**src/rtl/bitstream_buffer_pkg.sv**
```systemverilog
// Shared bitstream constants: window width, consume width, default buffer size.
// Also holds the byte-align distance helper used by the buffer.
package bitstream_buffer_pkg;
  localparam int BSB_BUF_BITS_DEF = 48;
  localparam int BSB_WIN_W        = 16;
  localparam int BSB_CLEN_W       = 5;
  localparam int BSB_TOTAL_W      = 24;
  localparam int BSB_MAX_CONSUME  = 16;

  // Bits remaining to the next byte boundary, given the low bits of the bit position.
  function automatic logic [2:0] align_bits(input logic [2:0] pos);
    return 3'(3'd0 - pos);
  endfunction
endpackage

```
**src/rtl/bitstream_buffer_if.sv**
```systemverilog
// Word-feed, consume and window signals between the NAL feeder/parsers and the buffer.
interface bitstream_buffer_if;
  import bitstream_buffer_pkg::*;

  logic                   flush;
  logic [BSB_WIN_W-1:0]   word_in;
  logic                   word_valid;
  logic                   word_ready;
  logic [BSB_CLEN_W-1:0]  consume_len;
  logic                   byte_align;
  logic [BSB_WIN_W-1:0]   BitStream_buffer_output;
  logic                   window_valid;
  logic [BSB_TOTAL_W-1:0] bits_total;
  logic                   consume_err;

  modport master (
    output flush, word_in, word_valid, consume_len, byte_align,
    input  word_ready, BitStream_buffer_output, window_valid, bits_total, consume_err
  );

  modport slave (
    input  flush, word_in, word_valid, consume_len, byte_align,
    output word_ready, BitStream_buffer_output, window_valid, bits_total, consume_err
  );
endinterface

```
**src/rtl/bitstream_barrel_shift.sv**
```systemverilog
// Combinational left shift of the buffer by 0..16 bits, OR-ing an incoming word
// directly behind the bits that remain valid after the shift.
module bitstream_barrel_shift
  import bitstream_buffer_pkg::*;
#(
  parameter int BUF_BITS = BSB_BUF_BITS_DEF,
  parameter int FW       = $clog2(BUF_BITS + 1)
) (
  input  logic [BUF_BITS-1:0]   data_i,
  input  logic [BSB_CLEN_W-1:0] shamt_i,
  input  logic [FW-1:0]         remain_i,
  input  logic [BSB_WIN_W-1:0]  word_i,
  input  logic                  push_i,
  output logic [BUF_BITS-1:0]   data_o
);
  localparam logic [FW-1:0] INS_TOP = FW'(BUF_BITS - BSB_WIN_W);

  logic [BUF_BITS-1:0] word_ext;
  logic [FW-1:0]       ins_sh;

  // Bits below the valid region are always zero, so a plain OR places the word.
  always_comb begin
    word_ext = push_i ? BUF_BITS'(word_i) : '0;
    ins_sh   = INS_TOP - remain_i;
    data_o   = (data_i << shamt_i) | (word_ext << ins_sh);
  end
endmodule

```
**src/rtl/bitstream_buffer.sv**
```systemverilog
// Bit-granular NAL payload buffer: 16-bit words in, 16-bit MSB-first window out,
// variable consume of 0..16 bits (or up to the next byte boundary) per cycle.
module bitstream_buffer
  import bitstream_buffer_pkg::*;
#(
  parameter int BUF_BITS = BSB_BUF_BITS_DEF
) (
  input  logic               clk,
  input  logic               reset_n,
  bitstream_buffer_if.slave  bus
);
  localparam int FW = $clog2(BUF_BITS + 1);
  localparam logic [FW-1:0]         PUSH_MAX  = FW'(BUF_BITS - BSB_WIN_W);
  localparam logic [FW-1:0]         WORD_BITS = FW'(BSB_WIN_W);
  localparam logic [BSB_CLEN_W-1:0] MAX_C     = BSB_CLEN_W'(BSB_MAX_CONSUME);

  logic [BUF_BITS-1:0]    data_q, data_d;
  logic [FW-1:0]          fill_cnt_q, fill_cnt_d;
  logic [BSB_TOTAL_W-1:0] total_q, total_d;
  logic                   err_q, err_d;

  logic [BSB_CLEN_W-1:0]  c_req, c_eff;
  logic                   legal, ready, push;
  logic [FW-1:0]          remain;
  logic [BUF_BITS-1:0]    shifted;

  // Ready depends only on registered fill and flush, never on the consume request.
  assign ready = (fill_cnt_q <= PUSH_MAX) && !bus.flush;
  assign push  = bus.word_valid && ready;

  always_comb begin
    c_req  = bus.byte_align ? BSB_CLEN_W'(align_bits(total_q[2:0])) : bus.consume_len;
    legal  = (c_req <= MAX_C) && (FW'(c_req) <= fill_cnt_q);
    c_eff  = legal ? c_req : '0;
    remain = fill_cnt_q - FW'(c_eff);
  end

  bitstream_barrel_shift #(.BUF_BITS(BUF_BITS), .FW(FW)) u_shift (
    .data_i   (data_q),
    .shamt_i  (c_eff),
    .remain_i (remain),
    .word_i   (bus.word_in),
    .push_i   (push),
    .data_o   (shifted)
  );

  always_comb begin
    data_d     = shifted;
    fill_cnt_d = remain + (push ? WORD_BITS : '0);
    total_d    = total_q + BSB_TOTAL_W'(c_eff);
    err_d      = err_q | ~legal;
    if (bus.flush) begin
      data_d     = '0;
      fill_cnt_d = '0;
      total_d    = '0;
      err_d      = 1'b0;
    end
  end

  always_ff @(posedge clk or negedge reset_n) begin
    if (!reset_n) begin
      data_q     <= '0;
      fill_cnt_q <= '0;
      total_q    <= '0;
      err_q      <= 1'b0;
    end else begin
      data_q     <= data_d;
      fill_cnt_q <= fill_cnt_d;
      total_q    <= total_d;
      err_q      <= err_d;
    end
  end

  assign bus.word_ready              = ready;
  assign bus.BitStream_buffer_output = data_q[BUF_BITS-1 -: BSB_WIN_W];
  assign bus.window_valid            = (fill_cnt_q >= WORD_BITS);
  assign bus.bits_total              = total_q;
  assign bus.consume_err             = err_q;
endmodule
```
**src/flat_wrapper.sv**
```systemverilog
// flat-port wrapper written by rule: the top's interface ports become plain ports
module bitstream_buffer_flat import bitstream_buffer_pkg::*;
#(
  parameter int BUF_BITS = BSB_BUF_BITS_DEF
)
  (clk, reset_n, bus_flush, bus_word_in, bus_word_valid, bus_consume_len, bus_byte_align, bus_word_ready, bus_BitStream_buffer_output, bus_window_valid, bus_bits_total, bus_consume_err);
  bitstream_buffer_if bus_i ();
  input  logic clk;
  input  logic reset_n;
  input wire logic [$bits(bus_i.flush)-1:0] bus_flush;
  input wire logic [$bits(bus_i.word_in)-1:0] bus_word_in;
  input wire logic [$bits(bus_i.word_valid)-1:0] bus_word_valid;
  input wire logic [$bits(bus_i.consume_len)-1:0] bus_consume_len;
  input wire logic [$bits(bus_i.byte_align)-1:0] bus_byte_align;
  output wire logic [$bits(bus_i.word_ready)-1:0] bus_word_ready;
  output wire logic [$bits(bus_i.BitStream_buffer_output)-1:0] bus_BitStream_buffer_output;
  output wire logic [$bits(bus_i.window_valid)-1:0] bus_window_valid;
  output wire logic [$bits(bus_i.bits_total)-1:0] bus_bits_total;
  output wire logic [$bits(bus_i.consume_err)-1:0] bus_consume_err;
  assign bus_i.flush = bus_flush;
  assign bus_i.word_in = bus_word_in;
  assign bus_i.word_valid = bus_word_valid;
  assign bus_i.consume_len = bus_consume_len;
  assign bus_i.byte_align = bus_byte_align;
  assign bus_word_ready = bus_i.word_ready;
  assign bus_BitStream_buffer_output = bus_i.BitStream_buffer_output;
  assign bus_window_valid = bus_i.window_valid;
  assign bus_bits_total = bus_i.bits_total;
  assign bus_consume_err = bus_i.consume_err;
  bitstream_buffer #(.BUF_BITS(BUF_BITS)) u_core (.clk(clk), .reset_n(reset_n), .bus(bus_i));
endmodule
```
**config.mk**
```make
export PLATFORM = sky130hd
export DESIGN_NAME = bitstream_buffer_flat
export DESIGN_NICKNAME = d
export VERILOG_FILES = /design/src/rtl/bitstream_buffer_pkg.sv /design/src/rtl/bitstream_buffer_if.sv /design/src/rtl/bitstream_barrel_shift.sv /design/src/rtl/bitstream_buffer.sv /design/src/flat_wrapper.sv
export SDC_FILE = /design/constraint.sdc
export NUM_CORES = 1
export LEC_CHECK = 0
export CAP_MARGIN = 20
export CELL_PAD_IN_SITES_DETAIL_PLACEMENT = 1
export CELL_PAD_IN_SITES_GLOBAL_PLACEMENT = 1
export CORE_MARGIN = 2
export CORE_UTILIZATION = 48
export DETAILED_ROUTE_END_ITERATION = 16
export PLACE_DENSITY_LB_ADDON = 0.1
export REMOVE_ABC_BUFFERS = 1
export SYNTH_ARGS = -nofsm -noshare
export SYNTH_HDL_FRONTEND = slang
export SYNTH_SLANG_ARGS = --single-unit
```
**constraint.sdc**
```tcl
create_clock -name clk -period 11.6 [get_ports clk]
set_clock_uncertainty 0.1 [all_clocks]
set_input_delay 2.32 -clock clk [delete_from_list [all_inputs] [get_ports clk]]
set_output_delay 2.32 -clock clk [all_outputs]
set_load 0.01 [all_outputs]
```
==> After elaboration in Yosys (flattened, before gate mapping) <==
Cells that the tools add are included.
{ "totals": {"regBits": 79, "in_bits": 26, "out_inout_bits": 43, "wordCells": 30} }
{ "classes": {"addsub": 5, "n_lt_le_gt_ge": 4, "shifts": 2, "muxes": 8, "n_bitwise": 3, "n_reduce_logical": 4} }
{ "op_table": {"columns": ["operator", "count"], "rows": [
  ["$mux W48", 1],
  ["$or A48 B48 Y48", 1],
  ["$shl A48 B5 Y48", 1],
  ["$shl A48 B6 Y48", 1],
  ["$add A24 B5 Y24", 1],
  ["$mux W24", 1],
  ["$mux W16", 1],
  ["$mux W5", 3],
  ["$add A6 B6 Y6", 1],
  ["$ge A6 B5 Y1 const B", 1],
  ["$le A5 B6 Y1", 1],
  ["$le A6 B6 Y1 const B", 1],
  ["$mux W6", 1],
  ["$sub A6 B5 Y6", 1],
  ["$sub A6 B6 Y6 const A", 1],
  ["$le A5 B5 Y1 const B", 1],
  ["$logic_and A1 B1 Y1", 3],
  ["$sub A1 B3 Y3 const A", 1],
  ["$logic_not A1 Y1", 1],
  ["$mux W1", 1],
  ["$not A1 Y1", 1],
  ["$or A1 B1 Y1", 1]
]} }

==> Longest topological paths before layout <==
{ "logic_depth": {"depth_word": 10, "mapped_depth": 27, "ltp_nobuf": 21} }

==> Modules after synthesis <==
A second synthesis with hierarchy kept.
{ "hier_totals": {"cells_unflattened": 968, "hier_area_um2": 8816.0} }
{ "modules_own_cells": {"columns": ["mod", "n_inst", "cells_each", "area_per_inst_um2", "seq_area_each_um2"], "rows": [
  ["bitstream_barrel_shift", 1, 638, 5157.4, 0.0],
  ["bitstream_buffer", 1, 330, 3658.5, 1976.9]
]} }

==> Worst setup path after synthesis <==
Ideal clock, no wire load.
{ "synth_path": {"path_kind": "input to register", "start": "input port bus_byte_align", "end": "register u_core.data_q[19]", "setup_time_ps": 126, "t_arrival_ps": 7300, "t_required_ps": 11374, "path_slack_ps": 4074, "cell_stages": 23, "n_path_buf": 6, "cell_sequence": "buf_4 -> mux2i_1 -> clkinv_1 -> buf_2 -> ha_1 -> and3_1 -> and3_1 -> a211o_1 -> buf_2 -> buf_6 -> nand2_1 -> buf_2 -> nor2_1 -> fa_1 -> ha_1 -> buf_2 -> mux4_2 -> nand2_1 -> o21a_1 -> nor2_1 -> o21ai_0 -> o21ai_0 -> a221o_1"} }
{ "synth_between": {"elab_chain_cells": 9, "elab_cells_between_ends": 11, "cone_classes": "add/sub (2); order compare (2); shift (2); mux (3); bitwise (1); reduce/logical (1)"} }
{ "synth_rtl": {"columns": ["element", "line_no", "source"], "rows": [
  ["start: declaration", "flat_wrapper.sv:14", "input wire logic [$bits(bus_i.byte_align)-1:0] bus_byte_align;"],
  ["$mux W5 (*)", "bitstream_buffer.sv:32", "c_req = bus.byte_align ? BSB_CLEN_W'(align_bits(total_q[2:0])) : bus.consume_len;"],
  ["$le A5 B6 Y1 / $le A5 B5 Y1 (equally long branches)", "bitstream_buffer.sv:33", "legal = (c_req <= MAX_C) && (FW'(c_req) <= fill_cnt_q);"],
  ["$logic_and A1 B1 Y1", "bitstream_buffer.sv:33", null],
  ["$mux W5 (*)", "bitstream_buffer.sv:34", "c_eff = legal ? c_req : '0;"],
  ["$sub A6 B5 Y6", "bitstream_buffer.sv:35", "remain = fill_cnt_q - FW'(c_eff);"],
  ["$sub A6 B6 Y6", "bitstream_barrel_shift.sv:24", "ins_sh = INS_TOP - remain_i;"],
  ["$shl A48 B6 Y48", "bitstream_barrel_shift.sv:25", "data_o = (data_i << shamt_i) | (word_ext << ins_sh);"],
  ["$or A48 B48 Y48 (*)", "bitstream_barrel_shift.sv:25", null],
  ["$mux W48 (*)", "bitstream_buffer.sv:52", "if (bus.flush) begin"],
  ["named net u_core.data_d[19]", "bitstream_buffer.sv:17", "logic [BUF_BITS-1:0] data_q, data_d;"],
  ["end signal: assignment", "bitstream_buffer.sv:67", "data_q <= data_d;"],
  ["end: declaration", "bitstream_buffer.sv:17", null]
]} }
Mark *: on every way through the listed nets, which the timed path passes. The rest lies on a longest branch.

==> Worst setup path after layout <==
{ "layout_path": {"start": "input port bus_byte_align", "end": "register u_core.data_q[26]"} }
Same word-level chain as after synthesis.

==> metrics <==
status finished, final reports clean; GRT Max-Usage Layer met2; fmax 112.3 MHz; # resized after CTS 0; Rows 47; First DRT Iteration DRCs 992; Layout area overhead 11.64%; largest net degree at the start of global routing 55; cells after synthesis 1,049; share of cells above drive strength 1 around 8.3%; deepest clock path buffer count 2; Synth Register Bits 79; Die Y about 130 µm; Fin Setup TNS 0 ns; Die Area ~18,000 µm²; cell taking the most area after synthesis dfrtp_1; routed vias/inst 6.974; EDFF count, synth 0; drt total wl around 33,000 µm; critical path class in -> reg; sequential share of the synthesized area 24.43%; crit path cell chain clkdlybuf4s50_1 > mux2i_4 > buf_4 > inv_2 > ha_1 > nor2b_1 > o21ai_0 > a211oi_2 > buf_4 > nor3_2 > ha_1 > fa_1 > ha_1 > mux2_2 > nor2_1 > a21oi_1 > mux2i_1 > nor2_1 > o21ai_0 > o21ai_0 > a21o_1; n_diodes 0; overall routing resource usage 37.16%; total gr overflow 0; CP max stage cell ha_1; Critical Path Fanout Max 29; crit path DAT 9.03 ns; Final Max Tran Viols 0; Setup crit start kind primary input; Period Utilization, post-route roughly 77%; CP Data Required Time 11.73 ns; Avg Cell Area, Syn 7.714 µm²; met1 usage 52.78%; Starting Density 48.97%; hold_buf cts 0; Core Area 16,520 µm²; synth top area cells dfrtp_1 (24%), nand2_1 (6.1%), mux2i_1 (5.3%); top-count cell post-synth nand2_1; router iterations before antenna repair 5; reg-to-reg startpoint u_core.bus.bits_total[0]; met2 Use GR about 57%; postcts setup bufs 0; synth cell count leaders nand2_1 (132), nor2_1 (112), dfrtp_1 (79), a21oi_1 (65), o21ai_0 (62); CTS tree built; final setup vio count 0; Largest stage delay, worst path 0.91 ns; DR WL/cell 25.77 µm; ANT nets after route 0; first-pass GRT wire length ~52,000 µm; Least-Margin Pin Slew 1.082 ns; clock latency at the later pin of the worst-skew pair 0.34 ns; class of the worst hold path reg -> reg; CTS Root Cell clkbuf_16; Mapped Area 8092 µm²; met3 Usage GRT 5.745%; crit end category flop; warnings from Yosys 0; RSZ-0062 raised after global routing false; initial antenna violation count 0; DRC viols 0; CTS sink count 79; routability cong. ~0.98; Critical Path Source bus_byte_align; Clock transition at path regs approximately 0.06 ns; Buffers on Ports 68; fin crit period slightly below 9 ns; Final Hold Viols 0; IO Count 69; Yosys top cell area share 24.43%; Async S/R FF share, synth 100.0%; max_cap viols 0; H-tree depth 3; via count 8,948; total CTS buffers 9; R2R cell count 22; Worst slew margin 27.63%; vias in the first global route 8,601; reg2reg setup slack 4.65 ns; R2R Path End u_core.data_q[26]; die width 133.8 µm; Final nets 1,104; Detailed Place HPWL 24,660 µm; Top FF cell, synth dfrtp_1; last element of the critical path u_core.data_q[26]; distinct cell type count after synthesis 88; Fillers around 2,000
-- worst min path at each step --
stage / start / endpoint / cells past startpoint
after global placement: u_core.bus.consume_err / u_core.bus.consume_err / 2
after detailed placement: u_core.bus.consume_err / u_core.bus.consume_err / 2
after CTS: u_core.bus.consume_err / u_core.bus.consume_err / 2
after global routing: u_core.bus.consume_err / u_core.bus.consume_err / 2
final: u_core.bus.consume_err / u_core.bus.consume_err / 2
after floorplan: u_core.bus.consume_err / u_core.bus.consume_err / 2
-- worst max-delay path, delay by kind of cell --
family                   cells  cell delay, ns
adder cells (fa/ha/maj)      4            1.96
multiplexers                 3            0.94
buffers and inverters        4            1.51
AO/OA/AOI/OAI                6            1.56
AND/OR/NAND/NOR              4            0.72
-- metrics by stage --
| step | instances | hold slack [ns] | area [µm²] | setup WS (ns) | util [%] |
|---|---|---|---|---|---|
| 5_1_grt | 1283 | 0.4729 | 9034 | 2.154 | 54.67 |
| 4_1_cts | 1282 | 0.4029 | 9022 | 2.773 | 54.60 |
| 3_5_place_dp | 1266 | 0.3889 | 8700 | 2.446 | 52.65 |
| 3_3_place_gp | 1266 | 0.4110 | 8700 | 2.629 | 52.65 |
| 6_report | 1283 | 0.3965 | 9034 | 2.696 | 54.67 |
| 2_1_floorplan | 956 | 0.4351 | 7581 | 2.427 | - |
-- kinds of logic after synthesis --
group	Yosys count	synth area share, %
AOI/OAI and AO/OA	360	30.76
xor gates and xnor gates	30	3.789
adders and majority gates	20	3.278
buffers and inverters	117	7.422
DFF	79	24.43
muxes	64	8.876
and+or+nand+nor	379	21.45
-- flip-flops by register name (all words and copies together), names as in the netlist --
signal and flops:
u_core.bus.consume_err 1, u_core.data_q 48, u_core.fill_cnt_q 6, u_core.bus.bits_total 24
-- layout make-up --
type                       count  area [µm²]  area share [%]
multi-input combinational    853        5519           61.09
sequential                    79        1977           21.88
timing repair buffer          91       849.6           9.404
tap                          220       275.3           3.047
clock buffer                  10       229.0           2.535
clock inverter                 6       93.84           1.039
inverter                      24       90.09          0.9972
-- layer usage --
layer  routed length [µm]  up-vias
met5                    0        -
met4                 1216        0
met1                13680     4400
li1                     -     3920
met2                14820      542
met3                 3345       86
-- cell usage in the layout, fill, tap and decap left out, types with 7 or more instances in the layout --
cell,count
mux2i_1,43
nor4_1,7
a2bb2oi_1,11
a32oi_1,12
nor2_1,112
clkbuf_16,9
a221o_1,10
a31oi_1,23
a21oi_1,65
o2bb2ai_1,18
o21ai_0,62
inv_1,19
clkdlybuf4s50_1,66
dfrtp_1,79
o22ai_1,25
mux2_2,14
nand2_1,132
a211o_1,7
a211oi_1,9
nor3_1,37
a22oi_1,14
nand3_1,26
xnor2_1,9
o211ai_1,23
buf_4,23
and3_1,13
xor2_1,16
ha_1,18
a21o_1,12
o32ai_1,10
Power is left out: the tool's default activity adds up to more than one toggle a clock period on the data nets, which glitch-free logic cannot reach.
